<file path="src/rtl/lc3b_types.sv">
// Shared LC-3b memory types, plus the state and grant encodings used by the
// instruction/data cache arbiter.
package lc3b_types;

  typedef logic [15:0]  lc3b_word;
  typedef logic [127:0] lc3b_8word;

  typedef enum logic [1:0] {
    ARB_IDLE    = 2'd0,
    ARB_SERVE_I = 2'd1,
    ARB_SERVE_D = 2'd2
  } arb_state_t;

  typedef enum logic {
    GRANT_I = 1'b0,
    GRANT_D = 1'b1
  } grant_t;

  localparam lc3b_word  WORD_ZERO  = 16'h0000;
  localparam lc3b_8word LINE_ZERO  = 128'h0;

endpackage

</file>
<file path="src/rtl/cache_arbiter.sv">
// Arbitrates one physical memory port between the I-cache and the D-cache,
// one line transaction at a time, round-robin on simultaneous requests.
module cache_arbiter
  import lc3b_types::*;
(
  input  logic      clk,
  input  logic      reset_n,

  input  logic      i_pmem_read,
  input  lc3b_word  i_pmem_address,
  output lc3b_8word i_pmem_rdata,
  output logic      i_pmem_resp,

  input  logic      d_pmem_read,
  input  logic      d_pmem_write,
  input  lc3b_word  d_pmem_address,
  input  lc3b_8word d_pmem_wdata,
  output lc3b_8word d_pmem_rdata,
  output logic      d_pmem_resp,

  output logic      pmem_read,
  output logic      pmem_write,
  output lc3b_word  pmem_address,
  output lc3b_8word pmem_wdata,
  input  lc3b_8word pmem_rdata,
  input  logic      pmem_resp
);

  arb_state_t state;
  grant_t     last_grant;
  lc3b_word   addr_q;
  lc3b_8word  wdata_q;
  logic       read_q;
  logic       write_q;

  logic i_pending;
  logic d_pending;
  logic grant_i;

  assign i_pending = i_pmem_read;
  assign d_pending = d_pmem_read | d_pmem_write;
  // On a tie the side that did not win last time gets the port.
  assign grant_i   = i_pending & (~d_pending | (last_grant == GRANT_D));

  // Arbitration state, captured request and registered memory strobes.
  always_ff @(posedge clk or negedge reset_n) begin
    if (!reset_n) begin
      state      <= ARB_IDLE;
      last_grant <= GRANT_I;
      addr_q     <= WORD_ZERO;
      wdata_q    <= LINE_ZERO;
      read_q     <= 1'b0;
      write_q    <= 1'b0;
    end else begin
      case (state)
        ARB_IDLE: begin
          if (grant_i) begin
            state      <= ARB_SERVE_I;
            last_grant <= GRANT_I;
            addr_q     <= i_pmem_address;
            read_q     <= 1'b1;
            write_q    <= 1'b0;
          end else if (d_pending) begin
            state      <= ARB_SERVE_D;
            last_grant <= GRANT_D;
            addr_q     <= d_pmem_address;
            wdata_q    <= d_pmem_wdata;
            // A read+write collision is treated as a writeback.
            read_q     <= ~d_pmem_write;
            write_q    <= d_pmem_write;
          end else begin
            state   <= ARB_IDLE;
            read_q  <= 1'b0;
            write_q <= 1'b0;
          end
        end
        ARB_SERVE_I, ARB_SERVE_D: begin
          if (pmem_resp) begin
            state   <= ARB_IDLE;
            read_q  <= 1'b0;
            write_q <= 1'b0;
          end else begin
            state <= state;
          end
        end
        default: begin
          state   <= ARB_IDLE;
          read_q  <= 1'b0;
          write_q <= 1'b0;
        end
      endcase
    end
  end

  assign pmem_read    = read_q;
  assign pmem_write   = write_q;
  assign pmem_address = addr_q;
  assign pmem_wdata   = wdata_q;

  assign i_pmem_rdata = pmem_rdata;
  assign d_pmem_rdata = pmem_rdata;
  assign i_pmem_resp  = (state == ARB_SERVE_I) & pmem_resp;
  assign d_pmem_resp  = (state == ARB_SERVE_D) & pmem_resp;

endmodule

</file>
<file path="config.mk">
export PLATFORM = sky130hd
export DESIGN_NAME = cache_arbiter
export DESIGN_NICKNAME = d
export VERILOG_FILES = /design/src/rtl/lc3b_types.sv /design/src/rtl/cache_arbiter.sv
export SDC_FILE = /design/constraint.sdc
export NUM_CORES = 1
export LEC_CHECK = 0
export BUFFER_PORTS_ARGS = -buffer_cell sky130_fd_sc_hd__buf_2
export CORE_AREA = 3 3 274 276
export DETAILED_ROUTE_END_ITERATION = 7
export DIE_AREA = 0 0 277 279
export PLACE_DENSITY_LB_ADDON = 0.2
export REMOVE_ABC_BUFFERS = 1
export SYNTH_ARGS = -nofsm -noshare
export SYNTH_HDL_FRONTEND = slang
export SYNTH_SLANG_ARGS = --single-unit
</file>
<file path="constraint.sdc">
create_clock -name clk -period 2.2 [get_ports clk]
set_clock_uncertainty 0.1 [all_clocks]
set_input_delay 0.44 -clock clk [delete_from_list [all_inputs] [get_ports clk]]
set_output_delay 0.44 -clock clk [all_outputs]
set_load 0.01 [all_outputs]
</file>
==> Word-level counts from Yosys, hierarchy flattened <==
Index checks and enable logic that the tools add are counted.
{ "totals": {"regBits": 149, "in_bits": 294, "output_inout_bits": 404, "wordCells": 37} }
{ "op_classes": {"n_eq_ne": 3, "n_mux": 15, "n_bitwise": 8, "n_reduce_logical": 5} }
{ "op_table": {"columns": ["op", "n"], "rows": [
  ["two-way mux 16 bit", 2],
  ["two-way mux 1 bit", 7],
  ["two-way mux 2 bit", 3],
  ["case mux 1 bit (2 select lines)", 2],
  ["case mux 2 bit (2 select lines)", 1],
  ["bitwise AND 1 bit", 3],
  ["inverter 1 bit", 3],
  ["AND reduction 3 bit", 1],
  ["== test 2 x 1 -> 1 bit (second input constant)", 1],
  ["== test 2 bit (second input constant)", 1],
  ["zero test 2 bit", 1],
  ["inequality test 2 bit (second input constant)", 1],
  ["bitwise OR 1 bit", 2],
  ["AND reduction 2 bit", 1],
  ["nonzero test 2 bit", 1],
  ["OR reduction 2 bit", 1]
]} }

==> Logic depth before layout (Yosys ltp) <==
{ "depth": {"word_depth": 6, "depth_mapped": 6} }

==> Least setup slack after synthesis <==
OpenSTA, ideal clock, no wires.
{ "synth_timing": {"path_kind": "input-to-reg", "startpoint": "input d_pmem_write", "endpoint": "register wdata_q[100], in the netlist pmem_wdata[100]", "setup_ns": 0.125, "arrival_time_ns": 1.459, "required_ns": 1.975, "slack_ns": 0.516, "stages": 5, "n_path_buf": 3, "cell_sequence": "buf_2 -> o211ai_2 -> buf_6 -> buf_6 -> mux2_4"} }
{ "synth_between": {"elab_chain_cells": 6} }
{ "synth_lines": {"columns": ["element", "line_no", "rtl"], "rows": [
  ["start: declaration", "cache_arbiter.sv:15", "input logic d_pmem_write,"],
  ["bitwise OR 1 bit *", "cache_arbiter.sv:41", "assign d_pending = d_pmem_read | d_pmem_write;"],
  ["inverter 1 bit", "cache_arbiter.sv:43", "assign grant_i = i_pending & (~d_pending | (last_grant == GRANT_D));"],
  ["bitwise OR 1 bit", "cache_arbiter.sv:43", null],
  ["bitwise AND 1 bit", "cache_arbiter.sv:43", null],
  ["inverter 1 bit (no source line)", null, null],
  ["AND reduction 3 bit (no source line) *", null, null],
  ["end signal: assignment", "cache_arbiter.sv:67", "wdata_q <= d_pmem_wdata;"],
  ["end: declaration", "cache_arbiter.sv:32", "lc3b_8word wdata_q;"]
]} }
Every way passes the cells marked *; elsewhere a longest branch is shown, timed or not.
A chain may end at the register's enable or synchronous reset.

==> Worst setup path after layout <==
{ "layout_timing": {"startpoint": "register state[0]", "endpoint": "register wdata_q[17], in the netlist pmem_wdata[17]"} }
{ "layout_between": {"elab_chain_cells": 2} }
{ "layout_lines": {"columns": ["element", "line_no", "rtl"], "rows": [
  ["start: declaration", "cache_arbiter.sv:29", "arb_state_t state;"],
  ["start signal: assignment", "cache_arbiter.sv:83", "state <= state;"],
  ["zero test 2 bit", "cache_arbiter.sv:55", "case (state)"],
  ["AND reduction 3 bit (no source line)", null, null]
]} }
No other way between the ends.

==> results.md <==
- CTS tree: built
- Final Cycle Share: 90.0%
- Sequential Power Share: 32.6%
- Sw power: 5640 µW
- Fmax: 0.505 GHz
- Die W: 277 µm
- Worst setup SP type: register
- Worst VDD drop: 0.000574 V
- Max-capacitance violation count: 0
- Worst Setup Path Type: register to register
- Crit. End Element: register
- Vias per inst: 3.32
- Crit path required time: 2450 ps
- Post-route DRC violation count: 0
- GRT Util Overall: 18.7%
- Worst slack, placed: 210 ps
- Leading cell types in the layout, fill and taps excluded: buf_2 (312), dfrtp_1 (149), mux2_4 (98)
- Mapped cell area: 0.00817 mm²
- Unrepaired setup endpoints after global routing: false
- Die ar.: 0.0773 mm²
- EDFF count, synth: 0
- Combinational power share: 47.5%
- Clock buffer depth: 2
- Avg Cell Area, Syn: 12.6 µm²
- IO Pins: 698
- Arrival time worst endpoint: 2230 ps
- Ys Warns: 0
- Worst-Skew Late Latency: 460 ps
- GRT Residual Overflow: 0
- Cell count after synthesis: 648
- Internal power: 9730 µW
- Fraction of layout cells with a size suffix above 1: 67.5%
- Number of port buffers: 313
- Final slew viol count: 0
- Synth cell types: 25
- Worst-Margin Slew: 829 ps
- Clock-pin transition on the worst setup and hold timing paths: 70 ps
- Largest net degree at the start of global routing: 53
- Vias in the first global route: 5781
- Final Wtd Congestion: 0.901
- Via count: 5647
- Area post-placement: 0.00917 mm²
- Clock Power Share: 19.8%
- Post-CTS Setup Repair Bufs: 0
- Initial antenna violation count: 4
- Sequential fraction of the synthesis area: 45.7%
- Row cnt: 99
- Commonest non-fill, non-tap cell in the layout: buf_2
- Leakage: 0.00461 µW
- Top FF cell, synth: dfrtp_1
- First-pass GRT wire length: 88800 µm
- Post-DP HPWL: 65100 µm
- Final Cell Area: 0.00977 mm²
- Crit Path Max Fanout: 18
- Final setup vio count: 0
- Total core area: 0.0728 mm²
- Final worst slack: 220 ps
- Switching share of power: 36.7%
- Die H: 279 µm
- CTS Buf Count: 17
- Max-slew headroom: 44.7%
- Final min period: 1980 ps
- Final Hold Viols: 0
- Net count reported at finish: 1025
- DRT antenna net count: 0
- Starting DRT DRC Count: 354
- Worst hold path class: primary input to register
- Routed len/inst: 43.4 µm
- H-tree depth: 4
- CTS sink cnt: 149
- Clk root buf: clkbuf_16
- Layout area overhead: 19.7%
- Routed WL: 73800 µm
- PD cells: 1570 mW/mm²
- Ys async rst share: 100%
- Status: completed
- Initial Util: 11.2%
- Synth Register Bits: 149
- DRT Pass-1 Iters: 4
-- metrics by stage --
stage | utilization (%) | setup TNS [ps] | total power (µW) | instances | hold slack, ps
2_1_floorplan | - | -517940 | 8890 | 370 | 44.4
3_3_place_gp | 12.6 | 0 | 12500 | 1667 | 363
3_5_place_dp | 12.6 | 0 | 12500 | 1667 | 366
4_1_cts | 13.4 | 0 | 15700 | 1700 | 40.3
5_1_grt | 13.4 | 0 | 16500 | 1700 | 52.3
6_report | 13.4 | 0 | 15400 | 1702 | 97.5
-- final timing paths --
check                           slack (ps)  cells after the start              startpoint                          end
max in group asynchronous              930                      3                 reset_n  pmem_wdata[125]$_DFFE_PN0P_
min in group asynchronous              430                      2                 reset_n  pmem_wdata[123]$_DFFE_PN0P_
worst min-delay path                   100                      2        d_pmem_wdata[20]   pmem_wdata[20]$_DFFE_PN0P_
worst max register to register         220                      6    state[0]$_DFFE_PN0P_   pmem_wdata[17]$_DFFE_PN0P_
worst max-delay path                   220                      6    state[0]$_DFFE_PN0P_   pmem_wdata[17]$_DFFE_PN0P_
worst min register to register         380                      1  pmem_write$_DFFE_PN0P_       pmem_write$_DFFE_PN0P_
-- routing by layer --
layer / share of wire, % / up-vias / wire, µm / track usage, %
li1: - / 2060 / - / -
met1: 26 / 2656 / 19400 / 13.6
met2: 43 / 827 / 31400 / 27.8
met3: 27 / 78 / 19900 / 24.9
met4: 2.7 / 26 / 1980 / 4.74
met5: 1.5 / - / 1100 / 11.0
-- kinds of logic (layout without fill, tap and decap cells) --
logic type      after synthesis  after routing  synth area share [%]
compound gates               59             59                  4.43
fa+ha+maj                     3              3                 0.460
buf+inv                     281            374                  25.9
flops                       149            149                  45.7
mux                         128            128                  22.2
other cells                   0              2                     0
simple gates                 28             28                  1.44
-- synthesized netlist by cell type (2+ instances only) --
cell | n | share of area [%]
ha_1 | 3 | 0.46
and2_1 | 2 | 0.15
o21ai_0 | 18 | 1.1
nor2b_1 | 2 | 0.15
a31oi_1 | 16 | 1.2
clkbuf_1 | 3 | 0.14
inv_1 | 3 | 0.14
mux2_2 | 30 | 4.1
a21oi_1 | 17 | 1.0
nor2_1 | 16 | 0.74
nand2_1 | 7 | 0.32
buf_4 | 257 | 24
mux2_4 | 98 | 18
buf_2 | 7 | 0.43
buf_6 | 11 | 1.5
dfrtp_1 | 149 | 46
-- worst max-delay path: stages (launching register included) --
cell and delay, ps:
dfrtp_1 370, inv_1 70, ha_1 300, o211ai_4 160
buf_12 240, buf_12 220, mux2_2 350
-- power groups by stage --
stage,clock [µW],sequential [µW],combinational (µW)
floorplan,0,5550,3340
global placement,0,5040,7440
detailed placement,0,5020,7460
CTS,3210,5030,7470
global route,3340,5230,7880
finish,3050,5010,7300
-- area by class of cell --
cell class | count | area [µm²]
Clock buffer | 21 | 460
Clock inverter | 11 | 126
Timing Repair Buffer | 339 | 1910
Multi-Input combinational cell | 218 | 2330
Tap cell | 959 | 1200
Antenna cell | 2 | 5.00
Fill cell | 8304 | 63100
Inverter | 3 | 11.3
Sequential cell | 149 | 3730
-- flip-flops by register name, summed over array words and instances (netlist names) --
| signal | cells |
|---|---|
| pmem_wdata | 128 |
| pmem_address | 16 |
| state | 2 |
| last_grant | 1 |
| pmem_read | 1 |
| pmem_write | 1 |
-- timing repair --
action / in CTS / in global routing
resized for setup: 0 / 0
hold buffers: 1 / 0
hold endpoints to repair: 43 / 0
Note: power is estimated with default switching activity, not from simulation.
